--- src/rtl/ysyx_22040237_ifu_fetch_pkg.sv ---
// rtl/ysyx_22040237_ifu_fetch_pkg.sv - shared widths and reset PC for the fetch unit
package ysyx_22040237_ifu_fetch_pkg;

    // Core-wide register and instruction widths
    localparam int          REG_WIDTH        = 64;
    localparam int          INST_WIDTH       = 32;

    // First fetch address after reset
    localparam logic [63:0] RESET_PC_DEFAULT = 64'h8000_0000;

    // Sequential fetch advances one 32-bit instruction at a time
    localparam int          PC_STEP          = 4;

endpackage

--- src/rtl/ysyx_22040237_ifu_fifo.sv ---
// rtl/ysyx_22040237_ifu_fifo.sv - parametrised synchronous FIFO with flush and occupancy count
module ysyx_22040237_ifu_fifo #(
    parameter int WIDTH = 32,
    parameter int DEPTH = 4
) (
    input  logic                   clk,
    input  logic                   rst,
    input  logic                   flush,
    input  logic                   push,
    input  logic [WIDTH-1:0]       push_data,
    input  logic                   pop,
    output logic [WIDTH-1:0]       pop_data,
    output logic [$clog2(DEPTH):0] count
);

    localparam int PTR_W = $clog2(DEPTH);
    localparam int CNT_W = PTR_W + 1;

    logic [WIDTH-1:0] mem_q [DEPTH];
    logic [PTR_W-1:0] rd_ptr_q, rd_ptr_d;
    logic [PTR_W-1:0] wr_ptr_q, wr_ptr_d;
    logic [CNT_W-1:0] count_q, count_d;
    logic             full;
    logic             do_push;
    logic             do_pop;

    assign full     = (count_q == CNT_W'(DEPTH));
    assign do_pop   = pop && (count_q != '0);
    assign do_push  = push && (!full || do_pop);
    assign pop_data = mem_q[rd_ptr_q];
    assign count    = count_q;

    // Next pointers and occupancy; flush empties the queue and overrides push/pop
    always_comb begin
        rd_ptr_d = rd_ptr_q;
        wr_ptr_d = wr_ptr_q;
        count_d  = count_q;
        if (flush) begin
            rd_ptr_d = '0;
            wr_ptr_d = '0;
            count_d  = '0;
        end else begin
            if (do_push) wr_ptr_d = wr_ptr_q + PTR_W'(1);
            if (do_pop)  rd_ptr_d = rd_ptr_q + PTR_W'(1);
            count_d = count_q + CNT_W'(do_push) - CNT_W'(do_pop);
        end
    end

    // Control state, cleared asynchronously
    always_ff @(posedge clk or negedge rst) begin
        if (!rst) begin
            rd_ptr_q <= '0;
            wr_ptr_q <= '0;
            count_q  <= '0;
        end else begin
            rd_ptr_q <= rd_ptr_d;
            wr_ptr_q <= wr_ptr_d;
            count_q  <= count_d;
        end
    end

    // Payload storage needs no reset: entries are only read while count is non-zero
    always_ff @(posedge clk) begin
        if (do_push && !flush) mem_q[wr_ptr_q] <= push_data;
    end

    // Callers size their credit so a push never meets a full queue
    assert property (@(posedge clk) disable iff (!rst) !(push && !flush && full && !pop));

endmodule

--- src/rtl/ysyx_22040237_ifu_fetch.sv ---
// rtl/ysyx_22040237_ifu_fetch.sv - decoupled instruction fetch: PC, request issue, response buffering, redirect
module ysyx_22040237_ifu_fetch
    import ysyx_22040237_ifu_fetch_pkg::*;
#(
    parameter int              XLEN     = REG_WIDTH,
    parameter int              INST_W   = INST_WIDTH,
    parameter int              BUS_W    = 64,
    parameter int              DEPTH    = 4,
    parameter logic [XLEN-1:0] RESET_PC = XLEN'(RESET_PC_DEFAULT)
) (
    input  logic              clk,
    input  logic              rst,
    input  logic              redirect_valid,
    input  logic [XLEN-1:0]   redirect_pc,
    output logic              req_valid,
    input  logic              req_ready,
    output logic [XLEN-1:0]   req_addr,
    input  logic              resp_valid,
    input  logic [BUS_W-1:0]  resp_data,
    output logic              out_valid,
    input  logic              out_ready,
    output logic [XLEN-1:0]   out_pc,
    output logic [INST_W-1:0] out_inst
);

    localparam int CNT_W  = $clog2(DEPTH) + 1;
    // Discards can pile up across back-to-back redirects, so allow headroom beyond DEPTH
    localparam int DROP_W = CNT_W + 3;
    localparam int LANES  = BUS_W / INST_W;
    localparam int LANE_W = (LANES > 1) ? $clog2(LANES) : 1;
    localparam int IB     = $clog2(INST_W / 8);
    localparam int ENT_W  = XLEN + INST_W;

    logic [XLEN-1:0]   pc_q, pc_d;
    logic [CNT_W-1:0]  live_q, live_d;
    logic [DROP_W-1:0] drop_q, drop_d;

    logic [CNT_W-1:0]  fifo_count;
    logic [CNT_W-1:0]  addr_count;
    logic [ENT_W-1:0]  fifo_head;
    logic [XLEN-1:0]   rsp_addr;
    logic [INST_W-1:0] resp_inst;
    logic [CNT_W:0]    credit_used;
    logic              req_fire;
    logic              resp_drop;
    logic              resp_keep;

    // Every live request holds a FIFO slot, so issue stops once live + buffered reaches DEPTH
    assign credit_used = {1'b0, live_q} + {1'b0, fifo_count};
    assign req_valid   = rst && !redirect_valid && (credit_used < (CNT_W + 1)'(DEPTH));
    assign req_addr    = pc_q;
    assign req_fire    = req_valid && req_ready;

    // Stale responses (pending discards, or arriving in the redirect cycle) never reach the FIFO
    assign resp_drop   = resp_valid && (redirect_valid || (drop_q != '0));
    assign resp_keep   = resp_valid && !resp_drop;

    assign out_valid   = (fifo_count != '0);
    assign out_pc      = out_valid ? fifo_head[INST_W +: XLEN] : '0;
    assign out_inst    = out_valid ? fifo_head[INST_W-1:0]     : '0;

    // Pick the instruction lane of the bus word using the request address offset
    generate
        if (LANES > 1) begin : g_lanes
            logic [INST_W-1:0] lanes [LANES];
            for (genvar i = 0; i < LANES; i++) begin : g_lane
                assign lanes[i] = resp_data[i*INST_W +: INST_W];
            end
            assign resp_inst = lanes[rsp_addr[IB +: LANE_W]];
        end else begin : g_single
            assign resp_inst = resp_data;
        end
    endgenerate

    // Addresses of live requests in issue order; flushed on redirect since stale responses are never kept
    ysyx_22040237_ifu_fifo #(
        .WIDTH (XLEN),
        .DEPTH (DEPTH)
    ) u_addr_q (
        .clk       (clk),
        .rst       (rst),
        .flush     (redirect_valid),
        .push      (req_fire),
        .push_data (pc_q),
        .pop       (resp_keep),
        .pop_data  (rsp_addr),
        .count     (addr_count)
    );

    // Instruction buffer toward the IDU; a pop in the redirect cycle still completes on the bus
    ysyx_22040237_ifu_fifo #(
        .WIDTH (ENT_W),
        .DEPTH (DEPTH)
    ) u_inst_fifo (
        .clk       (clk),
        .rst       (rst),
        .flush     (redirect_valid),
        .push      (resp_keep),
        .push_data ({rsp_addr, resp_inst}),
        .pop       (out_ready),
        .pop_data  (fifo_head),
        .count     (fifo_count)
    );

    // PC, live-request and discard bookkeeping
    always_comb begin
        pc_d   = pc_q;
        live_d = live_q;
        drop_d = drop_q;
        if (redirect_valid) begin
            pc_d   = redirect_pc;
            live_d = '0;
            // This cycle's response retires one outstanding request whether it was stale or live
            drop_d = drop_q + DROP_W'(live_q) - DROP_W'(resp_valid);
        end else begin
            if (req_fire) pc_d = pc_q + XLEN'(PC_STEP);
            live_d = live_q + CNT_W'(req_fire) - CNT_W'(resp_keep);
            if (resp_drop) drop_d = drop_q - DROP_W'(1);
        end
    end

    // Fetch state registers, cleared asynchronously
    always_ff @(posedge clk or negedge rst) begin
        if (!rst) begin
            pc_q   <= RESET_PC;
            live_q <= '0;
            drop_q <= '0;
        end else begin
            pc_q   <= pc_d;
            live_q <= live_d;
            drop_q <= drop_d;
        end
    end

    assert property (@(posedge clk) disable iff (!rst) redirect_valid |-> (redirect_pc[1:0] == 2'b00));
    assert property (@(posedge clk) disable iff (!rst) addr_count == live_q);

endmodule
--- config.mk ---
export PLATFORM = sky130hd
export DESIGN_NAME = ysyx_22040237_ifu_fetch
export DESIGN_NICKNAME = d
export VERILOG_FILES = /design/src/rtl/ysyx_22040237_ifu_fetch_pkg.sv /design/src/rtl/ysyx_22040237_ifu_fifo.sv /design/src/rtl/ysyx_22040237_ifu_fetch.sv
export SDC_FILE = /design/constraint.sdc
export NUM_CORES = 1
export LEC_CHECK = 0
export CAP_MARGIN = 0
export CORE_MARGIN = 4
export CORE_UTILIZATION = 30
export CTS_CLUSTER_DIAMETER = 80
export DETAILED_ROUTE_END_ITERATION = 16
export GPL_TIMING_DRIVEN = 0
export PLACE_DENSITY = 0.45
export SETUP_SLACK_MARGIN = 0.15
export SLEW_MARGIN = 20
export SYNTH_ARGS = -nofsm -noshare
export SYNTH_HDL_FRONTEND = slang
export SYNTH_HIERARCHICAL = 1
export SYNTH_SLANG_ARGS = --single-unit
--- constraint.sdc ---
create_clock -name clk -period 3.82 [get_ports clk]
set_input_delay 0.573 -clock clk [delete_from_list [all_inputs] [get_ports clk]]
set_output_delay 0.573 -clock clk [all_outputs]
set_load 0.005 [all_outputs]
==> results of run 1 <==
[power breakdown]
| group | total [mW] | switching [mW] | internal (mW) | leakage (nW) |
|---|---|---|---|---|
| clock | 7.52 | 3.15 | 4.37 | 1.26 |
| sequential | 9.26 | 0.357 | 8.91 | 6.85 |
| combinational | 4.74 | 2.15 | 2.59 | 4.20 |
[synthesized netlist by cell type (10+ instances only)]
master	n
edfxtp_1	640
mux4_2	160
and2_1	109
dfrtp_1	86
nand2_1	77
o21ai_0	52
clkbuf_1	42
nor2_1	39
mux2_2	34
nand3_1	33
inv_1	29
ha_1	27
buf_2	21
nand4_1	21
xor2_1	19
xnor2_1	14
o211ai_1	13
a21oi_1	12
nor2b_1	11
and3_1	10
o311ai_0	10
[worst max-delay path by stage]
stage	depth (start not counted)	start	to
after global routing	13	u_inst_fifo/count[2]	u_addr_q/count[2]
after floorplan	7	u_inst_fifo/count[2]	u_addr_q/mem_q[0][0]
after CTS	7	redirect_valid	u_inst_fifo/mem_q[3][40]
after detailed placement	8	redirect_valid	u_addr_q/mem_q[1][55]
after global placement	6	rst	u_addr_q/mem_q[0][55]
final	6	u_inst_fifo/count[0]	out_pc[61]
[layer usage]
metal / track usage / vias up / routed length [um] / share of wire
li1: - / 7280 / - / -
met1: 0.214 / 8641 / 37200 / 0.44
met2: 0.271 / 412 / 41800 / 0.49
met3: 0.0294 / 97 / 4420 / 0.052
met4: 0.0413 / 4 / 1600 / 0.019
met5: 0 / - / 27 / 0.00032
[state kept, by name, indices dropped and copies added (netlist names)]
name,cells
u_addr_q/wr_ptr_q,2
live_q,3
u_addr_q/mem_q,256
u_inst_fifo/rd_ptr_q,2
u_inst_fifo/count,3
u_inst_fifo/mem_q,384
req_addr,64
u_addr_q/rd_ptr_q,2
drop_q,6
u_inst_fifo/wr_ptr_q,2
u_addr_q/count,3
[layout by cell type, fill, tap and decap left out, drive strengths merged, types with 27 or more instances in the layout]
cell type / Yosys / layout
nand2: 77 / 77
and2: 110 / 117
mux2: 36 / 36
clkbuf: 42 / 147
dfrtp: 86 / 86
inv: 29 / 33
clkdlybuf4s50: 0 / 294
buf: 40 / 67
clkinv: 1 / 29
ha: 27 / 27
nand3: 35 / 35
o21ai: 53 / 53
edfxtp: 640 / 640
mux4: 160 / 160
nor2: 39 / 39
[through the flow]
stage | TNS [ns] | setup slack [ns]
2_1_floorplan | 0 | 0.471
3_3_place_gp | -2627.39 | -6.00
3_5_place_dp | -329.42 | -1.14
4_1_cts | 0 | 0.110
5_1_grt | 0 | 0.181
6_report | 0 | 0.256
[final cells by class]
cell class | count | share of cell area
diodes | 1 | 0.0000667
plain buffers | 83 | 0.0130
clock buffers | 105 | 0.0577
clock inverters | 38 | 0.0109
inverters | 30 | 0.00304
multi-input cells | 780 | 0.210
flip-flops and latches | 727 | 0.570
well taps | 1287 | 0.0429
repair buffers | 322 | 0.0916
[timing repair]
action / CTS / global route
pin swaps: 7 / 4
gates resized for setup: 15 / 5
setup buffers: 12 / 0
hold endpoints to repair: 21 / 0
setup endpoints to repair: 394 / 153
cloned: 3 / 4
hold buffers: 1 / 0
[critical path, cell delays in order, from the launching register on]
cell             delay (ns)
dfrtp_1                0.49
or3_1                  0.42
clkbuf_8               0.23
clkbuf_8               0.22
clkbuf_4               0.25
and2_1                 0.26
clkdlybuf4s50_1        0.47
[logic make-up (layout without fill, tap and decap cells)]
group,count (synthesis),count (layout),share of synthesized area
AO/OA/AOI/OAI,134,134,0.0298
XOR/XNOR,33,33,0.00971
adder cells (fa/ha/maj),31,31,0.0140
buffers and inverters,113,578,0.0190
flip-flops,727,727,0.719
multiplexers,203,203,0.137
other,0,1,0
AND/OR/NAND/NOR,372,379,0.0714
==> reports/metrics.yaml, run 1 <==
status: "complete, no violations"
skew_ns: 0.0263
io_buffers: 295
r2r_start: "u_inst_fifo/count[2]"
cp-end-kind: "output pin"
viasPerCell: 4.87
synth.distinct_cells: 66
postPlaceCellArea_um2: 34700
grt_usage: 0.160
num_vias: 16400
netlist_instances: 1613
io_pins: 296
synth_edf_count: 640
final_antenna_net_count: 0
syn-num-nets: 1778
p_per_area_nw_per_um2: 574
grt_pass1_wl_um: 121000
cp_data_arrival_time_ns: 2.99
fp.dieH_um: 323
p_total_mw: 21.5
antenna_found_initial: 3
wl_per_cell_um: 25.2
period_needed_ns: 3.56
drive_above_1_share: 0.201
synth-seq-cells: 727
reg2reg_depth: 13
critical_path.max_fanout: 10
start_util: 0.302
register_area_um2: 21400
maxCapViolations: 0
cts_root_buf: "clkbuf_16"
synth_flop_cell: "edfxtp_1"
setup-violations-final: 0
path_clk_slew_ns: 0.06
rsz0062_at_grt: "no"
reg2reg_to: "u_addr_q/count[2]"
core_um2: 98400
relSlewSlack: 0.342
num_rows: 115
ys_warn_count: 6
globalplace.congestion: 0.792
grt_max_degree: 67
fmax_mhz: 281
synth_area_per_cell_um2: 18.5
final_area_um2: 37500
final_nets: 2188
cp.required_ns: 3.25
htree_levels: 3
synthToLayoutAreaGrowth_pct: 26.0
grt_pass1_vias: 17100
die_area_um2: 104000
worstMarginPinSlew_ns: 0.980
cts_buffers: 79
synthesis.area_um2: 29800
placedCellCount: 3209
multiInputGateArea_um2: 7890
vdd_drop_max_uv: 339
cp-start-kind: "flop"
slew_violations: 0
nFillCells: 9109
holdWs_ns: 0.388
regToRegSetupSlack_ns: 0.38
final-hold-violation-count: 0
clockBufferDepth: 3
period_share: 0.933
fp.dieW_um: 323
drcViolationCount: 0
drt_iter0_drc: 1144
cts.sinks: 727
synth-async-reset-ratio: 0.120
first_pass_iters: 5
yosys.area.top_type: "edfxtp_1"
fin_cells: 3373
worstSetupPathType: "flop to output pin"
clk_latency_ns: 0.63
cts_tree: "built"
power_leakage_nw: 12.3
grt-ovfl-total: 0
wl_um: 85000
ys_seq_area_frac: 0.719
synth_area_leaders: "edfxtp_1 (65%), mux4_2 (12%), dfrtp_1 (7.2%)"
fin_util: 0.381
netlist.area_leader.share: 0.646
hpwl_um: 57000
min-delay-path-class: "primary input to async pin"
No activity file was read; power rests on OpenSTA's default activity.
==> run 2: changes to the inputs <==
--- a/config.mk
+++ b/config.mk
@@ -7,11 +7,11 @@
 export LEC_CHECK = 0
 export CAP_MARGIN = 0
 export CORE_MARGIN = 4
-export CORE_UTILIZATION = 30
+export CORE_UTILIZATION = 39
 export CTS_CLUSTER_DIAMETER = 80
 export DETAILED_ROUTE_END_ITERATION = 16
 export GPL_TIMING_DRIVEN = 0
-export PLACE_DENSITY = 0.45
+export PLACE_DENSITY = 0.54
 export SETUP_SLACK_MARGIN = 0.15
 export SLEW_MARGIN = 20
 export SYNTH_ARGS = -nofsm -noshare
==> constraint.sdc (replaced) <==
create_clock -name clk -period 4.2 [get_ports clk]
set_input_delay 0.63 -clock clk [delete_from_list [all_inputs] [get_ports clk]]
set_output_delay 0.63 -clock clk [all_outputs]
set_load 0.005 [all_outputs]
==> run 2 against run 1 <==
Effect of this change:
- clock-buffer cell count is 1 higher
- via count up 0.18%
- worst setup slack better by 0.079 ns
- final area decreased by 2.0%
- global-route usage rose by 3.1 points
- routed wire length down 8.9%
- critical path type unchanged
- largest cell class unchanged
- largest power group unchanged
==> reports/metrics.yaml, run 2 (synthesized netlist as in run 1, its figures left out) <==
p_sw_mw: 4.90  # -13%
cts.sinks: 727  # unchanged
power_leakage_nw: 12.1  # -1.7%
largest_reg_flops: 384  # unchanged
globalplace.congestion: 0.835  # +5.5%
cts_tree: "built"
drt_iter0_drc: 1247  # +9.0%
status: "complete, no violations"
grt_pass1_vias: 16900  # -1.2%
first_pass_iters: 5  # unchanged
final_nets: 2167  # -0.96%
final-hold-violation-count: 0  # unchanged
min-delay-path-class: "flop to flop"
synthToLayoutAreaGrowth_pct: 23.5
fp.dieH_um: 284  # -12%
p_per_area_nw_per_um2: 518  # -9.7%
worstSetupPathType: "flop to output pin"
viasPerCell: 5.42  # +11%
antenna_found_initial: 1  # -2
final_antenna_net_count: 0  # unchanged
vdd_drop_max_uv: 300  # -12%
slew_violations: 0  # unchanged
drcViolationCount: 0  # unchanged
intPower_mw: 14.1  # -11%
clk_latency_ns: 0.62  # about the same
cp.required_ns: 3.57  # +0.32 ns
path_clk_slew_ns: 0.06  # about the same
cp-end-kind: "output pin"
fmax_mhz: 259
period_share: 0.920
wl_um: 77500  # -8.9%
tns_ns: 0  # unchanged
relSlewSlack: 0.328  # -0.0134
grt_max_degree: 46  # -31%
period_needed_ns: 3.87
worstMarginPinSlew_ns: 1.00  # +0.0200 ns
io_buffers: 295  # unchanged
fp.dieW_um: 284  # -12%
maxCapViolations: 0  # unchanged
start_util: 0.393  # +0.0901
num_vias: 16500  # +0.18%
grt-ovfl-total: 0  # unchanged
htree_levels: 3  # unchanged
combPwrFrac: 0.222  # +0.002
critical_path.max_fanout: 11  # +1
hpwl_um: 51500  # -9.7%
drive_above_1_share: 0.186  # -0.0146
wl_per_cell_um: 25.5  # +1.1%
die_area_um2: 80800  # -23%
final_common_cell: "edfxtp_1"
rsz0062_at_grt: "yes"
cts_root_buf: "clkbuf_16"
multiInputGateArea_um2: 7830  # -0.79%
cts_buffers: 77  # -2.5%
grt_pass1_wl_um: 114000  # -5.8%
cts_setup_buffers: 0  # -12
setup-violations-final: 0  # unchanged
cp_data_arrival_time_ns: 3.24  # +0.25 ns
num_rows: 101  # -12%
grt_usage: 0.191  # +0.0308
skew_ns: 0.0201  # -0.00622 ns
nFillCells: 6426  # -29%
largest_register: "u_inst_fifo/mem_q"
register_area_um2: 21400  # about the same
fin_util: 0.485  # +0.103
clockBufferDepth: 3  # unchanged
io_pins: 296  # unchanged
seqPwrFrac: 0.441  # +0.011
layout_common_cells: "edfxtp_1 (640), clkdlybuf4s50_1 (294), mux4_2 (160)"
cp-start-kind: "flop"
p_clk_frac: 0.337  # -0.013
sw_frac_of_total: 0.257  # -0.00539
core_um2: 75800  # -23%
==> run 2: changes by cell type in the layout (fill, tap and decap cells not counted), moves of 3 or more <==
cell and change:
clkinv_2 -7, buf_12 -6, buf_16 +4, inv_16 -4, buf_4 -12, clkbuf_8 -3, inv_6 +5, clkbuf_1 +7
and2_2 -6
==> run 2: layout make-up <==
cell class / count / share of cell area
inverters: 30 / 0.00317
well taps: 978 / 0.0333
clock inverters: 31 / 0.00691
plain buffers: 82 / 0.0124
multi-input cells: 774 / 0.213
clock buffers: 106 / 0.0576
diodes: 1 / 0.0000681
flip-flops and latches: 727 / 0.582
repair buffers: 310 / 0.0912
==> run 2: metrics by stage <==
| step | cell area, um2 | instances | power, mW | hold WS, ns | setup WS (ns) |
|---|---|---|---|---|---|
| floorplan | 29800 | 1613 | 10.6 | 0.334 | 0.160 |
| global placement | 33900 | 2886 | 12.8 | 0.542 | -6.62 |
| detailed placement | 34300 | 2899 | 12.9 | 0.558 | -0.608 |
| CTS | 36700 | 3038 | 19.4 | 0.561 | 0.178 |
| global route | 36700 | 3038 | 20.0 | 0.560 | 0.104 |
| finish | 36700 | 3039 | 19.0 | 0.566 | 0.334 |
==> run 2: path summary, 6_finish.rpt <==
check                                           from                   end  slack [ns]  cells past startpoint
max in group asynchronous                        rst          req_addr[16]        3.32                      3
worst max register to register  u_inst_fifo/count[2]  u_addr_q/mem_q[3][7]        0.34                      7
worst min register to register           req_addr[0]  u_addr_q/mem_q[2][0]        0.57                      0
worst max-delay path            u_inst_fifo/count[1]            out_pc[61]        0.33                      6
worst min-delay path                     req_addr[0]  u_addr_q/mem_q[2][0]        0.57                      0
min in group asynchronous                        rst          req_addr[31]        0.59                      2
==> run 2: repair_timing <==
| item | 4_1_cts | 5_1_grt |
|---|---|---|
| endpoints found under the setup margin | 170 | 102 |
| gates resized for setup | 4 | 1 |
| hold buffers | 2 | 0 |
| hold endpoints to repair | 43 | 0 |
| gates cloned | 1 | 0 |
| pin swaps | 1 | 0 |
==> run 2: worst max-delay path, cell delays in order (launching register included) <==
cell             delay [ns]
dfrtp_1                0.47
or3_1                  0.38
clkbuf_4               0.29
clkbuf_2               0.33
clkbuf_2               0.37
and2_1                 0.31
clkdlybuf4s50_1        0.47
==> run 2: power groups by stage <==
stage | clock network [mW] | logic, mW | registers (mW)
finish | 6.42 | 4.22 | 8.40
detailed placement | 0 | 4.33 | 8.55
floorplan | 0 | 2.15 | 8.43
global route | 6.93 | 4.62 | 8.43
CTS | 6.60 | 4.36 | 8.40
global placement | 0 | 4.28 | 8.54
==> run 2: per-layer routing <==
metal | wire length, um | part of all wire | GRT usage | vias to the layer above
met5 | 0 | 0 | 0 | -
met3 | 4300 | 0.055 | 0.0390 | 107
met1 | 32800 | 0.42 | 0.256 | 8661
li1 | - | - | - | 7219
met2 | 39100 | 0.51 | 0.326 | 477
met4 | 1270 | 0.016 | 0.0396 | 0
==> run 3: changes to the inputs <==
--- a/config.mk
+++ b/config.mk
@@ -11,6 +11,7 @@
 export CTS_CLUSTER_DIAMETER = 80
 export DETAILED_ROUTE_END_ITERATION = 16
 export GPL_TIMING_DRIVEN = 0
+export HOLD_SLACK_MARGIN = 0.06
 export PLACE_DENSITY = 0.54
 export SETUP_SLACK_MARGIN = 0.15
 export SLEW_MARGIN = 20
==> results of run 3 <==
Final layout, timing and power as in run 2 (identical DEF).
